[config.mk]
export PLATFORM = sky130hd
export DESIGN_NAME = axi_read_arbiter_flat
export DESIGN_NICKNAME = d
export VERILOG_FILES = /design/src/rtl/axi_read_arbiter_if.sv /design/src/rtl/axi_read_arbiter.sv /design/src/flat_wrapper.sv
export SDC_FILE = /design/constraint.sdc
export NUM_CORES = 1
export LEC_CHECK = 0
export BUFFER_PORTS_ARGS = -buffer_cell sky130_fd_sc_hd__buf_2
export CORE_ASPECT_RATIO = 1.25
export CORE_MARGIN = 8
export CORE_UTILIZATION = 40
export CTS_BUF_LIST = sky130_fd_sc_hd__clkbuf_2 sky130_fd_sc_hd__clkbuf_4 sky130_fd_sc_hd__clkbuf_8
export DETAILED_ROUTE_END_ITERATION = 10
export GPL_TIMING_DRIVEN = 0
export PLACE_DENSITY = 0.81
export SKIP_CTS_REPAIR_TIMING = 1
export SYNTH_ARGS = -nofsm -noshare
export SYNTH_HDL_FRONTEND = slang
export SYNTH_SLANG_ARGS = --single-unit
[constraint.sdc]
create_clock -name aclk -period 4.49 [get_ports aclk]
set_input_delay 0.898 -clock aclk [delete_from_list [all_inputs] [get_ports aclk]]
set_output_delay 0.898 -clock aclk [all_outputs]
set_load 0.005 [all_outputs]
[src/rtl/axi_read_arbiter_if.sv]
// Requester and AXI read-channel bundle shared by the arbiter and its environment.
interface axi_read_arbiter_if;
   // instruction requester
   logic        inst_req;
   logic [31:0] inst_addr;
   logic [7:0]  inst_len;
   logic [2:0]  inst_size;
   logic        inst_ack;
   logic        inst_rvalid;
   logic [31:0] inst_rdata;
   logic        inst_rlast;
   logic        inst_rerr;
   // data requester
   logic        data_req;
   logic [31:0] data_addr;
   logic [7:0]  data_len;
   logic [2:0]  data_size;
   logic        data_ack;
   logic        data_rvalid;
   logic [31:0] data_rdata;
   logic        data_rlast;
   logic        data_rerr;
   // AXI AR channel
   logic [3:0]  arid;
   logic [31:0] araddr;
   logic [7:0]  arlen;
   logic [2:0]  arsize;
   logic [1:0]  arburst;
   logic [1:0]  arlock;
   logic [3:0]  arcache;
   logic [2:0]  arprot;
   logic        arvalid;
   logic        arready;
   // AXI R channel
   logic [3:0]  rid;
   logic [31:0] rdata;
   logic [1:0]  rresp;
   logic        rlast;
   logic        rvalid;
   logic        rready;

   // arbiter side: owns acks, beat forwarding, AR payload and rready
   modport master (
      input  inst_req, inst_addr, inst_len, inst_size,
      output inst_ack, inst_rvalid, inst_rdata, inst_rlast, inst_rerr,
      input  data_req, data_addr, data_len, data_size,
      output data_ack, data_rvalid, data_rdata, data_rlast, data_rerr,
      output arid, araddr, arlen, arsize, arburst, arlock, arcache, arprot, arvalid,
      input  arready,
      input  rid, rdata, rresp, rlast, rvalid,
      output rready
   );

   // environment side: requesters plus the AXI slave
   modport slave (
      output inst_req, inst_addr, inst_len, inst_size,
      input  inst_ack, inst_rvalid, inst_rdata, inst_rlast, inst_rerr,
      output data_req, data_addr, data_len, data_size,
      input  data_ack, data_rvalid, data_rdata, data_rlast, data_rerr,
      input  arid, araddr, arlen, arsize, arburst, arlock, arcache, arprot, arvalid,
      output arready,
      output rid, rdata, rresp, rlast, rvalid,
      input  rready
   );
endinterface

[src/rtl/axi_read_arbiter.sv]
// Shares one AXI read channel between instruction fetch and data paths,
// one transaction at a time, with starvation protection for instruction fetch.
module axi_read_arbiter #(
   parameter int unsigned STARVE_LIMIT = 4,
   parameter logic [3:0]  INST_ID      = 4'd0,
   parameter logic [3:0]  DATA_ID      = 4'd1
) (
   input logic                 aclk,
   input logic                 aresetn,
   axi_read_arbiter_if.master  bus
);

   localparam int unsigned CNT_W = $clog2(STARVE_LIMIT + 1);

   typedef enum logic [1:0] {IDLE, AR, R} state_t;
   typedef enum logic {OWN_INST, OWN_DATA} owner_t;

   state_t            state, state_d;
   owner_t            owner, owner_d;
   logic [CNT_W-1:0]  starve_cnt, starve_cnt_d;
   logic              arvalid_q, arvalid_d;
   logic              rready_q, rready_d;
   logic [3:0]        arid_q, arid_d;
   logic [31:0]       araddr_q, araddr_d;
   logic [7:0]        arlen_q, arlen_d;
   logic [2:0]        arsize_q, arsize_d;

   logic at_limit;
   logic grant_data;
   logic grant_inst;
   logic beat;

   // Data normally wins; a waiting inst wins once data has starved it long enough.
   assign at_limit   = (starve_cnt == CNT_W'(STARVE_LIMIT));
   assign grant_data = bus.data_req & ~(bus.inst_req & at_limit);
   assign grant_inst = bus.inst_req & ~grant_data;
   assign beat       = (state == R) & rready_q & bus.rvalid;

   // State and registered AR/R control.
   always_ff @(posedge aclk or negedge aresetn) begin
      if (!aresetn) begin
         state      <= IDLE;
         owner      <= OWN_INST;
         starve_cnt <= '0;
         arvalid_q  <= 1'b0;
         rready_q   <= 1'b0;
         arid_q     <= '0;
         araddr_q   <= '0;
         arlen_q    <= '0;
         arsize_q   <= '0;
      end else begin
         state      <= state_d;
         owner      <= owner_d;
         starve_cnt <= starve_cnt_d;
         arvalid_q  <= arvalid_d;
         rready_q   <= rready_d;
         arid_q     <= arid_d;
         araddr_q   <= araddr_d;
         arlen_q    <= arlen_d;
         arsize_q   <= arsize_d;
      end
   end

   // Next-state: grant and latch in IDLE, hold AR until accepted, drain R until rlast.
   always_comb begin
      state_d      = state;
      owner_d      = owner;
      starve_cnt_d = starve_cnt;
      arvalid_d    = arvalid_q;
      rready_d     = rready_q;
      arid_d       = arid_q;
      araddr_d     = araddr_q;
      arlen_d      = arlen_q;
      arsize_d     = arsize_q;
      case (state)
         IDLE: begin
            if (grant_data) begin
               state_d   = AR;
               owner_d   = OWN_DATA;
               arvalid_d = 1'b1;
               arid_d    = DATA_ID;
               araddr_d  = bus.data_addr;
               arlen_d   = bus.data_len;
               arsize_d  = bus.data_size;
               if (bus.inst_req && !at_limit) begin
                  starve_cnt_d = starve_cnt + CNT_W'(1);
               end
            end else if (grant_inst) begin
               state_d      = AR;
               owner_d      = OWN_INST;
               arvalid_d    = 1'b1;
               arid_d       = INST_ID;
               araddr_d     = bus.inst_addr;
               arlen_d      = bus.inst_len;
               arsize_d     = bus.inst_size;
               starve_cnt_d = '0;
            end
         end
         AR: begin
            if (bus.arready) begin
               state_d   = R;
               arvalid_d = 1'b0;
               rready_d  = 1'b1;
            end
         end
         R: begin
            if (beat && bus.rlast) begin
               state_d  = IDLE;
               rready_d = 1'b0;
            end
         end
         default: begin
            state_d   = IDLE;
            arvalid_d = 1'b0;
            rready_d  = 1'b0;
         end
      endcase
   end

   // Acks pulse in the granting cycle itself.
   assign bus.inst_ack = (state == IDLE) & grant_inst;
   assign bus.data_ack = (state == IDLE) & grant_data;

   // AR payload; burst type INCR, no lock/cache/prot attributes.
   assign bus.arid    = arid_q;
   assign bus.araddr  = araddr_q;
   assign bus.arlen   = arlen_q;
   assign bus.arsize  = arsize_q;
   assign bus.arvalid = arvalid_q;
   assign bus.arburst = 2'b01;
   assign bus.arlock  = 2'b00;
   assign bus.arcache = 4'b0000;
   assign bus.arprot  = 3'b000;
   assign bus.rready  = rready_q;

   // R beats steered to the latched owner only; rid plays no part in steering.
   assign bus.inst_rvalid = beat & (owner == OWN_INST);
   assign bus.inst_rdata  = (owner == OWN_INST) ? bus.rdata : '0;
   assign bus.inst_rlast  = beat & (owner == OWN_INST) & bus.rlast;
   assign bus.inst_rerr   = beat & (owner == OWN_INST) & (bus.rresp != 2'b00);
   assign bus.data_rvalid = beat & (owner == OWN_DATA);
   assign bus.data_rdata  = (owner == OWN_DATA) ? bus.rdata : '0;
   assign bus.data_rlast  = beat & (owner == OWN_DATA) & bus.rlast;
   assign bus.data_rerr   = beat & (owner == OWN_DATA) & (bus.rresp != 2'b00);

endmodule

[src/flat_wrapper.sv]
// flat-port wrapper written by rule: the top's interface ports become plain ports
module axi_read_arbiter_flat 
#(
   parameter int unsigned STARVE_LIMIT = 4,
   parameter logic [3:0]  INST_ID      = 4'd0,
   parameter logic [3:0]  DATA_ID      = 4'd1
)
  (aclk, aresetn, bus_inst_req, bus_inst_addr, bus_inst_len, bus_inst_size, bus_inst_ack, bus_inst_rvalid, bus_inst_rdata, bus_inst_rlast, bus_inst_rerr, bus_data_req, bus_data_addr, bus_data_len, bus_data_size, bus_data_ack, bus_data_rvalid, bus_data_rdata, bus_data_rlast, bus_data_rerr, bus_arid, bus_araddr, bus_arlen, bus_arsize, bus_arburst, bus_arlock, bus_arcache, bus_arprot, bus_arvalid, bus_arready, bus_rid, bus_rdata, bus_rresp, bus_rlast, bus_rvalid, bus_rready);
  axi_read_arbiter_if bus_i ();
  input logic aclk;
  input logic aresetn;
  input wire logic [$bits(bus_i.inst_req)-1:0] bus_inst_req;
  input wire logic [$bits(bus_i.inst_addr)-1:0] bus_inst_addr;
  input wire logic [$bits(bus_i.inst_len)-1:0] bus_inst_len;
  input wire logic [$bits(bus_i.inst_size)-1:0] bus_inst_size;
  output wire logic [$bits(bus_i.inst_ack)-1:0] bus_inst_ack;
  output wire logic [$bits(bus_i.inst_rvalid)-1:0] bus_inst_rvalid;
  output wire logic [$bits(bus_i.inst_rdata)-1:0] bus_inst_rdata;
  output wire logic [$bits(bus_i.inst_rlast)-1:0] bus_inst_rlast;
  output wire logic [$bits(bus_i.inst_rerr)-1:0] bus_inst_rerr;
  input wire logic [$bits(bus_i.data_req)-1:0] bus_data_req;
  input wire logic [$bits(bus_i.data_addr)-1:0] bus_data_addr;
  input wire logic [$bits(bus_i.data_len)-1:0] bus_data_len;
  input wire logic [$bits(bus_i.data_size)-1:0] bus_data_size;
  output wire logic [$bits(bus_i.data_ack)-1:0] bus_data_ack;
  output wire logic [$bits(bus_i.data_rvalid)-1:0] bus_data_rvalid;
  output wire logic [$bits(bus_i.data_rdata)-1:0] bus_data_rdata;
  output wire logic [$bits(bus_i.data_rlast)-1:0] bus_data_rlast;
  output wire logic [$bits(bus_i.data_rerr)-1:0] bus_data_rerr;
  output wire logic [$bits(bus_i.arid)-1:0] bus_arid;
  output wire logic [$bits(bus_i.araddr)-1:0] bus_araddr;
  output wire logic [$bits(bus_i.arlen)-1:0] bus_arlen;
  output wire logic [$bits(bus_i.arsize)-1:0] bus_arsize;
  output wire logic [$bits(bus_i.arburst)-1:0] bus_arburst;
  output wire logic [$bits(bus_i.arlock)-1:0] bus_arlock;
  output wire logic [$bits(bus_i.arcache)-1:0] bus_arcache;
  output wire logic [$bits(bus_i.arprot)-1:0] bus_arprot;
  output wire logic [$bits(bus_i.arvalid)-1:0] bus_arvalid;
  input wire logic [$bits(bus_i.arready)-1:0] bus_arready;
  input wire logic [$bits(bus_i.rid)-1:0] bus_rid;
  input wire logic [$bits(bus_i.rdata)-1:0] bus_rdata;
  input wire logic [$bits(bus_i.rresp)-1:0] bus_rresp;
  input wire logic [$bits(bus_i.rlast)-1:0] bus_rlast;
  input wire logic [$bits(bus_i.rvalid)-1:0] bus_rvalid;
  output wire logic [$bits(bus_i.rready)-1:0] bus_rready;
  assign bus_i.inst_req = bus_inst_req;
  assign bus_i.inst_addr = bus_inst_addr;
  assign bus_i.inst_len = bus_inst_len;
  assign bus_i.inst_size = bus_inst_size;
  assign bus_inst_ack = bus_i.inst_ack;
  assign bus_inst_rvalid = bus_i.inst_rvalid;
  assign bus_inst_rdata = bus_i.inst_rdata;
  assign bus_inst_rlast = bus_i.inst_rlast;
  assign bus_inst_rerr = bus_i.inst_rerr;
  assign bus_i.data_req = bus_data_req;
  assign bus_i.data_addr = bus_data_addr;
  assign bus_i.data_len = bus_data_len;
  assign bus_i.data_size = bus_data_size;
  assign bus_data_ack = bus_i.data_ack;
  assign bus_data_rvalid = bus_i.data_rvalid;
  assign bus_data_rdata = bus_i.data_rdata;
  assign bus_data_rlast = bus_i.data_rlast;
  assign bus_data_rerr = bus_i.data_rerr;
  assign bus_arid = bus_i.arid;
  assign bus_araddr = bus_i.araddr;
  assign bus_arlen = bus_i.arlen;
  assign bus_arsize = bus_i.arsize;
  assign bus_arburst = bus_i.arburst;
  assign bus_arlock = bus_i.arlock;
  assign bus_arcache = bus_i.arcache;
  assign bus_arprot = bus_i.arprot;
  assign bus_arvalid = bus_i.arvalid;
  assign bus_i.arready = bus_arready;
  assign bus_i.rid = bus_rid;
  assign bus_i.rdata = bus_rdata;
  assign bus_i.rresp = bus_rresp;
  assign bus_i.rlast = bus_rlast;
  assign bus_i.rvalid = bus_rvalid;
  assign bus_rready = bus_i.rready;
  axi_read_arbiter #(.STARVE_LIMIT(STARVE_LIMIT), .INST_ID(INST_ID), .DATA_ID(DATA_ID)) u_core (.aclk(aclk), .aresetn(aresetn), .bus(bus_i));
endmodule
==> flow_summary.json, run 1 <==
{
  "status": "complete, no violations",
  "initial_core_util_pct": 41.2,
  "gp_congestion": 0.897,
  "crit_fanout": 10,
  "avgSynthCellArea_sq_um": 9.05,
  "drc": 0,
  "dr.first_iter.drc_count": 125,
  "first_global_vias": 4269,
  "cp.depth": 7,
  "ir_drop_mv": 0.284,
  "final_cell_mix": "buf_2 (255), dfrtp_1 (51), inv_1 (46)",
  "crit_chain": "buf_2 > nand3_2 > and2_1 > buf_2 > buf_2 > nor2_1 > buf_2",
  "nets": 790,
  "grt_start_max_net_pins": 52,
  "ys_warn_count": 0,
  "die_y_microns": 122,
  "hold_viol_final": 0,
  "setup_viol_count_final": 0,
  "critPathLaunchType": "primary input",
  "clkTransAtPathRegs_ns": 0.10,
  "cellLeakagePower_nw": 2.63,
  "die_area_sq_um": 12200,
  "cp_slowest_stage_delay_ns": 0.24,
  "worst_pin_slew_ns": 1.18,
  "pre_cts_slack_ns": 1.35,
  "io_buffers": 244,
  "path_class": "in -> out",
  "drive_gt1_share_pct": 49.7,
  "clock-sinks": 51,
  "rsz0062_at_grt": "false",
  "p_int_mw": 1.62,
  "fin_crit_sh_pct": 68.7,
  "post-route-min-period_ns": 3.08,
  "ctsHtreeMaxLevel": 2,
  "io_pins": 263,
  "p_sw_share_pct": 43.6,
  "core_area_sq_um": 8650,
  "critPathCaptureType": "primary output",
  "rows": 38,
  "root_buffer": "clkbuf_8",
  "total_power_mw": 2.88,
  "postRouteWirelength_microns": 14400,
  "tns_ns": 0,
  "worstPathArrival_ns": 2.19,
  "hp-class": "reg -> reg",
  "slew_violations": 0,
  "dp_hpwl_microns": 11900,
  "synth_cells": 394,
  "clock_skew_ns": 0.0111,
  "hold_ws_ns": 0.506,
  "drt-pass1-iter-count": 4,
  "fmax_ghz": 0.324,
  "grt_pass1_wl_microns": 22300,
  "yosysUniqueCellTypes": 31,
  "cpMostUsedCell": "buf_2",
  "antenna_found_initial": 6,
  "grt_usage_pct": 22.9,
  "die_x_microns": 100,
  "detail_route.wl_per_cell_microns": 18.4,
  "worstPathRequired_ns": 3.59,
  "antenna_left": 0,
  "seq_power_share_pct": 28.2,
  "p_sw_mw": 1.25,
  "comb_power_share_pct": 61.4,
  "vias": 3997,
  "tritoncts": "yes",
  "drv_cap": 0,
  "numCtsBuffers": 5,
  "critPathTopFamily": "buffers and inverters",
  "clk_latency_ns": 0.31,
  "grt_remaining_overflow": 0,
  "reg2reg_depth": 7,
  "worst_path_max_delay_cell": "nand3_2",
  "area_growth_pct": 42.9,
  "crit_buf_inv": 4,
  "p_clk_share_pct": 10.3,
  "relSlewSlack_pct": 21.0,
  "powerDensity_nw_per_um2": 565,
  "synthesis.area_sq_um": 3560,
  "seq_area_frac_synth_pct": 35.8,
  "setup_slack_ns": 1.41,
  "hold_depth": 2,
  "synth-seq-cells": 51,
  "mostFrequentLayoutCell": "buf_2",
  "avgViaCountPerCell": 5.10,
  "clk_path_buf_depth": 2
}
==> registers in the layout, indices dropped and copies added (netlist names) <==
| signal | count |
|---|---|
| u_core.bus.arid | 1 |
| u_core.bus.arvalid | 1 |
| u_core.bus.arlen | 8 |
| u_core.bus.araddr | 32 |
| u_core.bus.arsize | 3 |
| u_core.state | 2 |
| u_core.bus.rready | 1 |
| u_core.starve_cnt | 3 |
==> tightest hold or removal path, delay by kind of cell, from the launching register on <==
kind,cells,cell delay (ns)
DFF,1,0.37
and+or+nand+nor,2,0.11
==> area by class of cell <==
type                            instances  area, sq um
Fill cell                             812         3560
Multi-Input combinational cell        251         1830
Sequential cell                        51         1280
Timing Repair Buffer                  244         1220
Buffer                                 58          333
Inverter                               46          173
Tap cell                              120          150
Clock buffer                            6         82.6
Clock inverter                          2         16.3
Antenna cell                            6         15.0
==> cell usage after synthesis, drive strengths merged <==
| master | number | share of area [%] |
|---|---|---|
| dfrtp | 51 | 36 |
| and4b | 1 | 0.28 |
| nand4 | 44 | 7.7 |
| nand3 | 46 | 6.6 |
| and2 | 36 | 6.4 |
| a22o | 1 | 0.25 |
| nor2b | 33 | 5.8 |
| o221ai | 43 | 18 |
| nor3 | 2 | 0.28 |
| clkbuf | 23 | 2.4 |
| o21ai | 5 | 0.70 |
| or3b | 1 | 0.25 |
| nor2 | 3 | 0.32 |
| o311ai | 1 | 0.25 |
| buf | 35 | 6.9 |
| inv | 46 | 4.8 |
| nand3b | 2 | 0.42 |
| a21oi | 1 | 0.14 |
| a21o | 1 | 0.21 |
| conb | 2 | 0.21 |
| or2 | 1 | 0.18 |
| ha | 2 | 0.70 |
| and3 | 1 | 0.18 |
| o21a | 2 | 0.42 |
| nand2 | 11 | 1.2 |
==> power groups by stage <==
stage	logic (mW)	registers [mW]	clock network [mW]
after detailed placement	1.80	0.820	0
final	1.77	0.812	0.298
after floorplan	1.06	0.829	0
after CTS	1.80	0.811	0.307
after global routing	1.95	0.838	0.323
after global placement	1.74	0.807	0
==> layer usage <==
metal / part of all wire (%) / global-route usage [%] / up-vias
met5: 0 / 0 / -
met4: 2.1 / 9.19 / 0
met3: 8.5 / 7.02 / 21
met2: 52 / 41.1 / 195
met1: 38 / 24.3 / 1885
li1: - / - / 1896
==> worst paths after layout <==
kind	from	end	slack [ns]
worst max register to register	u_core.starve_cnt[0]	u_core.bus.araddr[16]	2.64
worst max-delay path	bus_inst_req	bus_inst_ack	1.41
min in group asynchronous	aresetn	u_core.bus.araddr[15]	0.82
worst min-delay path	u_core.bus.arvalid	u_core.bus.arvalid	0.51
max in group asynchronous	aresetn	u_core.bus.araddr[6]	2.95
worst min register to register	u_core.bus.arvalid	u_core.bus.arvalid	0.51
==> stage by stage <==
| stage | util [%] | cells | instance area [sq um] |
|---|---|---|---|
| final | 58.9 | 784 | 5090 |
| after global routing | 58.9 | 784 | 5090 |
| after CTS | 58.7 | 778 | 5080 |
| after detailed placement | 57.6 | 770 | 4980 |
| after global placement | 57.6 | 770 | 4980 |
| after floorplan | - | 406 | 3610 |
==> cell families after synthesis <==
group,share of synthesized area (%)
and+or+nand+nor,29.6
buffers and inverters,14.2
AOI/OAI and AO/OA,19.6
DFF,35.8
adders and majority gates,0.702
other,0.211
Power figures use the tool's default switching activity.
==> run 2: changes to the inputs <==
- CORE_UTILIZATION: 40 -> 38
- PLACE_DENSITY: 0.81 -> 0.8
- clock period: 4.49 -> 2.7 ns (I/O delays scaled with it)
==> run 2 against run 1 <==
Net effect:
- non-clock buffer count is the same
- worst setup slack worse by 1.3 ns
- total power is 69% higher
==> flow_summary.json, run 2 (synthesis gave the netlist of run 1 again) <==
{
  "rsz0062_at_grt": "false",
  "slew_violations": 0,
  "post-route-min-period_ns": 2.58,
  "relSlewSlack_pct": 20.1,
  "numCtsBuffers": 5,
  "root_buffer": "clkbuf_8",
  "largest_reg_flops": 32,
  "io_buffers": 244,
  "initial_core_util_pct": 39.1,
  "num-fill-cells": 894,
  "fmax_ghz": 0.388,
  "ir_drop_mv": 0.629,
  "setup_viol_count_final": 0,
  "drt-pass1-iter-count": 6,
  "wl_met2_microns": 7810,
  "die_y_microns": 124,
  "hold_viol_final": 0,
  "crit_fanout": 10,
  "postRouteWirelength_microns": 14900,
  "clock-sinks": 51,
  "grt_pass1_wl_microns": 22500,
  "cellLeakagePower_nw": 2.65,
  "critPathCaptureType": "primary output",
  "avgViaCountPerCell": 5.05,
  "critPathLaunchType": "flip-flop",
  "gp_congestion": 0.899,
  "rows": 39,
  "path_class": "reg -> out",
  "clk_latency_ns": 0.32,
  "worstPathArrival_ns": 2.04,
  "drv_cap": 0,
  "first_global_vias": 4297,
  "clk_path_buf_depth": 2,
  "area_growth_pct": 43.8,
  "grt_usage_pct": 22.7,
  "vias": 3987,
  "clock_skew_ns": 0.0100,
  "fin_crit_sh_pct": 95.5,
  "io_pins": 263,
  "wl_met3_microns": 1440,
  "antenna_found_initial": 8,
  "detail_route.wl_per_cell_microns": 18.9,
  "dr.first_iter.drc_count": 136,
  "core_area_sq_um": 9130,
  "die_area_sq_um": 12800,
  "fin_cells": 789,
  "tritoncts": "yes",
  "ctsHtreeMaxLevel": 2,
  "mostFrequentLayoutCell": "buf_2",
  "antenna_left": 0,
  "hp-class": "in -> async",
  "wl_met1_microns": 5070,
  "fin_util_pct": 56.2,
  "dp_hpwl_microns": 12400,
  "clkTransAtPathRegs_ns": 0.10,
  "worstPathRequired_ns": 2.16,
  "worst_pin_slew_ns": 1.20,
  "die_x_microns": 103,
  "grt_remaining_overflow": 0,
  "drc": 0,
  "placedCellCount": 773,
  "grt_start_max_net_pins": 52,
  "top_layer": "met4",
  "drive_gt1_share_pct": 49.7,
  "status": "complete, no violations",
  "nets": 790,
  "final_cell_mix": "buf_2 (254), dfrtp_1 (51), inv_1 (46)",
  "reg2reg_depth": 7,
  "powerDensity_nw_per_um2": 950
}
==> run 2: changes by cell type in the layout (fill, tap and decap cells not counted), sizes merged <==
| cell | before | now |
|---|---|---|
| diode | 6 | 8 |
| buf | 279 | 278 |
| bufinv | 0 | 1 |
| clkinv | 1 | 2 |
| clkinvlp | 1 | 0 |
==> run 2: critical path, cell delays in order, from the launching register on <==
cell and delay (ns):
dfrtp_1 0.42, inv_1 0.07, ha_1 0.21, nand3_4 0.17
and2_1 0.20, buf_2 0.18, clkbuf_4 0.24, nor2_1 0.11
buf_2 0.12
==> run 2: per-layer routing <==
metal,vias up,global-route usage [%]
met4,0,11.7
met2,203,41.3
li1,1890,-
met5,-,0
met1,1864,22.3
met3,30,6.10
==> run 2: path summary, 6_finish.rpt <==
| check | startpoint | end | slack, ns |
|---|---|---|---|
| setup / recovery | u_core.starve_cnt[0] | bus_inst_ack | 0.12 |
| hold / removal | aresetn | u_core.bus.araddr[13] | 0.47 |
| setup reg to reg | u_core.starve_cnt[0] | u_core.bus.arlen[2] | 0.90 |
| hold reg to reg | u_core.bus.arvalid | u_core.bus.arvalid | 0.49 |
| max in group asynchronous | aresetn | u_core.bus.araddr[12] | 1.51 |
| min in group aclk | bus_data_addr[14] | u_core.bus.araddr[14] | 0.48 |
==> run 2: final cells by class <==
class,instances,area [sq um],area share [%]
multi-input cells,251,1840,35.8
flip-flops and latches,51,1280,24.9
repair buffers,244,1220,23.8
plain buffers,58,335,6.54
inverters,46,173,3.37
well taps,123,154,3.00
clock buffers,5,68.8,1.34
clock inverters,3,43.8,0.854
diodes,8,20.0,0.390
==> run 2: power by group <==
group | switching [mW] | total (mW) | internal, mW
Clock | 0.276 | 0.552 | 0.277
Sequential | 0.208 | 1.35 | 1.14
Combinational | 1.62 | 2.97 | 1.35
Total | 2.10 | 4.87 | 2.77
==> run 2: through the flow <==
step | setup TNS, ns | worst slack, ns | power, mW | hold WS, ns | instance area, sq um
4_1_cts | -0.0305 | -0.0305 | 4.92 | 0.471 | 5100
3_5_place_dp | 0 | 0.268 | 4.36 | 0.472 | 4980
2_1_floorplan | 0 | 0.767 | 3.14 | 0.244 | 3610
3_3_place_gp | 0 | 0.278 | 4.26 | 0.465 | 4980
6_report | 0 | 0.122 | 4.87 | 0.473 | 5130
5_1_grt | 0 | 0.00452 | 5.26 | 0.483 | 5130
